$ cat src/rtl/if_fetch_stage.sv
// Instruction fetch stage: owns the fetch PC, buffers returned words in a 2-entry FIFO
// and hands them to decode over valid/ready. Handles redirects and sticky fetch faults.
module if_fetch_stage #(
   parameter logic [31:0] RESET_PC       = 32'h0000_0000,
   parameter int unsigned IMEM_ADDR_BITS = 15
) (
   input  logic        clk,
   input  logic        reset,
   output logic [31:0] imem_addr,
   input  logic [31:0] imem_instr,
   input  logic        redirect_valid,
   input  logic [31:0] redirect_pc,
   output logic        out_valid,
   input  logic        out_ready,
   output logic [31:0] out_instr,
   output logic [31:0] out_pc,
   output logic [31:0] out_pc_plus4,
   output logic        fault
);

   logic [31:0] fetch_pc_q, fetch_pc_d;
   logic [31:0] head_pc_q, head_pc_d, head_instr_q, head_instr_d;
   logic [31:0] tail_pc_q, tail_pc_d, tail_instr_q, tail_instr_d;
   logic [1:0]  count_q, count_d;
   logic        fault_q, fault_d;

   logic        pop, push, try_push, fetch_ok, redirect_take;
   logic [1:0]  occ_after_pop;

   assign out_valid     = (count_q != 2'd0);
   assign pop           = out_valid & out_ready;
   assign fetch_ok      = (fetch_pc_q[1:0] == 2'b00) && ((fetch_pc_q >> IMEM_ADDR_BITS) == 32'd0);
   assign try_push      = ~fault_q & ~redirect_valid & ((count_q != 2'd2) | pop);
   assign push          = try_push & fetch_ok;
   assign redirect_take = redirect_valid & ~fault_q;
   assign occ_after_pop = count_q - {1'b0, pop};

   always_comb begin
      fetch_pc_d   = fetch_pc_q;
      head_pc_d    = head_pc_q;
      head_instr_d = head_instr_q;
      tail_pc_d    = tail_pc_q;
      tail_instr_d = tail_instr_q;
      count_d      = count_q;
      fault_d      = fault_q;

      if (redirect_take) begin
         // Flush; a same-cycle pop was still accepted by decode.
         count_d    = 2'd0;
         fetch_pc_d = redirect_pc;
      end else begin
         if (pop) begin
            head_pc_d    = tail_pc_q;
            head_instr_d = tail_instr_q;
         end
         if (push) begin
            if (occ_after_pop == 2'd0) begin
               head_pc_d    = fetch_pc_q;
               head_instr_d = imem_instr;
            end else begin
               tail_pc_d    = fetch_pc_q;
               tail_instr_d = imem_instr;
            end
            fetch_pc_d = fetch_pc_q + 32'd4;
         end
         count_d = occ_after_pop + {1'b0, push};
         if (try_push && !fetch_ok) begin
            fault_d = 1'b1;
         end
      end
   end

   always_ff @(posedge clk) begin
      if (reset) begin
         fetch_pc_q   <= RESET_PC;
         head_pc_q    <= '0;
         head_instr_q <= '0;
         tail_pc_q    <= '0;
         tail_instr_q <= '0;
         count_q      <= 2'd0;
         fault_q      <= 1'b0;
      end else begin
         fetch_pc_q   <= fetch_pc_d;
         head_pc_q    <= head_pc_d;
         head_instr_q <= head_instr_d;
         tail_pc_q    <= tail_pc_d;
         tail_instr_q <= tail_instr_d;
         count_q      <= count_d;
         fault_q      <= fault_d;
      end
   end

   assign imem_addr    = fetch_pc_q;
   assign fault        = fault_q;
   assign out_instr    = out_valid ? head_instr_q : 32'd0;
   assign out_pc       = out_valid ? head_pc_q : 32'd0;
   assign out_pc_plus4 = out_valid ? (head_pc_q + 32'd4) : 32'd0;

endmodule

$ cat config.mk
export PLATFORM = sky130hd
export DESIGN_NAME = if_fetch_stage
export DESIGN_NICKNAME = d
export VERILOG_FILES = /design/src/rtl/if_fetch_stage.sv
export SDC_FILE = /design/constraint.sdc
export NUM_CORES = 1
export LEC_CHECK = 0
export ABC_CLOCK_PERIOD_IN_PS = 4400
export CAP_MARGIN = 20
export CELL_PAD_IN_SITES_DETAIL_PLACEMENT = 1
export CELL_PAD_IN_SITES_GLOBAL_PLACEMENT = 1
export CORE_MARGIN = 2
export CORE_UTILIZATION = 38
export DETAILED_ROUTE_END_ITERATION = 7
export MAX_ROUTING_LAYER = met4
export PLACE_DENSITY_LB_ADDON = 0.1
export SYNTH_ARGS = -nofsm -noshare
export SYNTH_HDL_FRONTEND = slang
export SYNTH_SLANG_ARGS = --single-unit
$ cat constraint.sdc
create_clock -name clk -period 4.4 [get_ports clk]
set_input_delay 1.32 -clock clk [delete_from_list [all_inputs] [get_ports clk]]
set_output_delay 1.32 -clock clk [all_outputs]
set_load 0.01 [all_outputs]
==> flow_summary.yaml <==
clock_tree:
  path_clk_slew_ns: 0.06
  clock_path_buffers: 2
  clk_latency_ns: 0.42
  cts_buffers: 17
  cts_setup_buffers: 0
  clock-sinks: 163
  clockRootBuffer: "clkbuf_16"
  htreeDepth: 4
  postCtsHoldBufs: 0
  cts.repair.resized: 0
  tritoncts: "done"
routing:
  wl_per_cell_um: 17.5
  vias_per_cell: 5.28
  drc: 0
  num_vias: 7002
  drtPass1Iterations: 4
  drtIter0Drc: 329
  totalWireLength_um: 23200
  antenna_left: 0
timing:
  relSlewSlack: 0.327
  hold_violations: 0
  timing.hold.ws_ns: 0.452
  slew_viol_final: 0
  worst_pin_slew_ns: 1.00
  fin_skew_ns: 0.00654
  finalCritPeriodShare: 0.926
  setup_viol: 0
  period_minus_slack_ns: 4.08
  rsz0062_at_grt: "no"
  max_freq_mhz: 245
  tns_ns: 0
critical_path:
  cp_cell_sequence: "ha_1, and3_1, nand2_1, nor2_1, mux2_2, clkdlybuf4s50_1"
  start_kind: "register"
  cp-startpoint: "head_pc_q[2]"
  crit_family: "simple AND/OR/NAND/NOR gates"
  crit_buf_inv: 1
  path_max_fanout: 8
  max_stage_delay_ns: 0.54
  cp_data_arrival_time_ns: 2.76
  crit_slowest_cell: "dfxtp_1"
  end_kind: "output port"
  r2r_start: "count_q[1]"
  critPathKind: "register to output port"
  crit_required_ns: 3.08
placed_design:
  gp_congestion: 0.798
  placed_cells: 1293
  numPortBuffers: 197
  dp_hpwl_um: 15700
power:
  combPwrFrac: 0.095
  ir_drop_mv: 0.280
  pwr-share-clk: 0.461
  p_int_mw: 2.66
  swShare: 0.235
  p_switching_mw: 0.819
  pwr-share-seq: 0.444
  p_total_mw: 3.48
  power_per_cell_area_nw_per_um2: 341
  leakage_nw: 4.18
yosys:
  seq_area_frac_synth: 0.444
  syn_area_per_cell_sq_um: 8.30
  syn-num-nets: 956
  yosys_warnings: 0
  synth-seq-cells: 163
  syn-instance-count: 885
  synthesis.area_sq_um: 7350
  synth_cell_types: 50
floorplan:
  std_cell_rows: 50
  chipHeight_um: 143
  io_pins: 198
  initial_core_util: 0.390
  dieWidth_um: 143
  die_area_sq_um: 20500
  design.core.area_sq_um: 18800
layout:
  finalNonFillerCells: 1325
  drive_gt1_frac: 0.0638
  diodes: 0
  nFillCells: 2204
  layout.nets: 1123
  utilization: 0.542
  areaGrowthSynthToFinish_pct: 39.0
global_routing:
  grt_pass1_vias: 7258
  groute.usage.overall: 0.237
  overflow: 0
  grt_max_degree: 46
  grt_antenna_before_repair: 0
  grt_first_pass_wirelength_um: 37500
min_path:
  hp-start: "tail_instr_q[18]"
  hp-class: "register to register"
run_status:
  status: "finished clean"
flow_run:
  drv_cap: 0
[cell usage in the layout, fill, tap and decap left out, types with 3 or more instances in the layout]
master / n
clkdlybuf4s50_1: 196
nor2_1: 44
inv_1: 6
buf_4: 19
mux2_2: 3
a211o_1: 32
nor4_1: 8
clkbuf_16: 17
nand2b_1: 4
and3_1: 80
a21oi_1: 80
xor2_1: 20
a22o_1: 19
a32oi_1: 5
and4_1: 6
dfxtp_1: 163
xnor2_1: 5
nand3_1: 21
a221oi_1: 4
o21ai_0: 5
nand4_1: 12
a221o_1: 9
clkinv_2: 4
o22ai_1: 3
and2_1: 87
bufinv_16: 5
nand2_1: 152
ha_1: 3
nor3_1: 7
a31oi_1: 5
[through the flow]
stage / worst slack, ns / instance area (sq um)
after floorplan: 1.24 / 7350
after global placement: 0.607 / 9570
after detailed placement: 0.488 / 9570
after CTS: 0.291 / 10200
after global routing: 0.227 / 10200
final: 0.325 / 10200
[synthesized netlist by cell type, drive strengths merged]
cell type,count,share of area
and2,87,0.074
o31a,3,0.0036
or2,2,0.0017
buf,9,0.0066
a32oi,5,0.0060
o21ai,5,0.0034
xnor2,5,0.0060
a21oi,80,0.054
nor2b,2,0.0017
mux2,3,0.0046
ha,3,0.0051
nor2,46,0.023
a221oi,4,0.0048
o22ai,3,0.0026
or3,3,0.0032
clkbuf,60,0.031
o311ai,1,0.0012
a211oi,2,0.0020
nand4,12,0.010
nand2,152,0.078
a211o,32,0.038
a221o,9,0.012
nand3,22,0.015
inv,7,0.0036
mux2i,1,0.0014
and4,6,0.0072
nor4,9,0.0085
a2111o,1,0.0015
a22o,19,0.023
a2111oi,2,0.0051
a31oi,5,0.0043
and3,80,0.068
and3b,1,0.0012
xor2,20,0.024
a22oi,2,0.0020
o211a,1,0.0014
a2bb2oi,2,0.0024
nor3,10,0.0090
or4,1,0.0010
nand3b,1,0.0010
dfxtp,163,0.44
nand2b,4,0.0034
[power by group through the flow]
stage	Sequential, mW	Clock, mW	Combinational, mW
after floorplan	1.57	0	0.149
after global placement	1.58	0	0.329
after detailed placement	1.58	0	0.333
after CTS	1.55	1.63	0.334
after global routing	1.55	1.70	0.363
final	1.55	1.60	0.331
[tightest hold or removal path: cells and delay by family (launching register included)]
kind	cells	cell delay (ns)
AO/OA/AOI/OAI	1	0.05
flip-flops	1	0.31
AND/OR/NAND/NOR	1	0.05
[worst paths after layout]
kind / cells after the start / slack [ns] / end
max: 6 / 0.32 / out_pc_plus4[26]
min: 2 / 0.45 / tail_instr_q[18]
min reg2reg: 2 / 0.45 / tail_instr_q[18]
max reg2reg: 11 / 0.82 / head_pc_q[12]
[kinds of logic (layout without fill, tap and decap cells)]
group	count (synthesis)	in the layout	share of synthesized area
compound gates	176	176	0.168
xor+xnor	25	25	0.0298
fa+ha+maj	3	3	0.00511
buf+inv	76	256	0.0410
flops	163	163	0.444
mux	4	4	0.00596
simple gates	438	438	0.306
[metal layers]
| layer | up-vias | global-route usage | routed length (um) |
|---|---|---|---|
| met1 | 3403 | 0.297 | 10700 |
| li1 | 3418 | - | - |
| met3 | 19 | 0.0449 | 1010 |
| met5 | - | - | 0 |
| met2 | 162 | 0.388 | 11200 |
| met4 | 0 | 0.0709 | 259 |
[flip-flops by register name, indices dropped and copies added (netlist names)]
name and cells:
head_instr_q 32, head_pc_q 32, imem_addr 32, tail_instr_q 32, tail_pc_q 32, count_q 2
fault 1
[layout make-up]
class	instances	area (sq um)	share of cell area
repair buffers	217	2140	0.210
clock buffers	19	433	0.0424
flip-flops and latches	163	3260	0.320
well taps	260	325	0.0319
multi-input cells	646	3810	0.374
inverters	7	26.3	0.00257
clock inverters	13	205	0.0201
(Power assumes the default switching activity.)
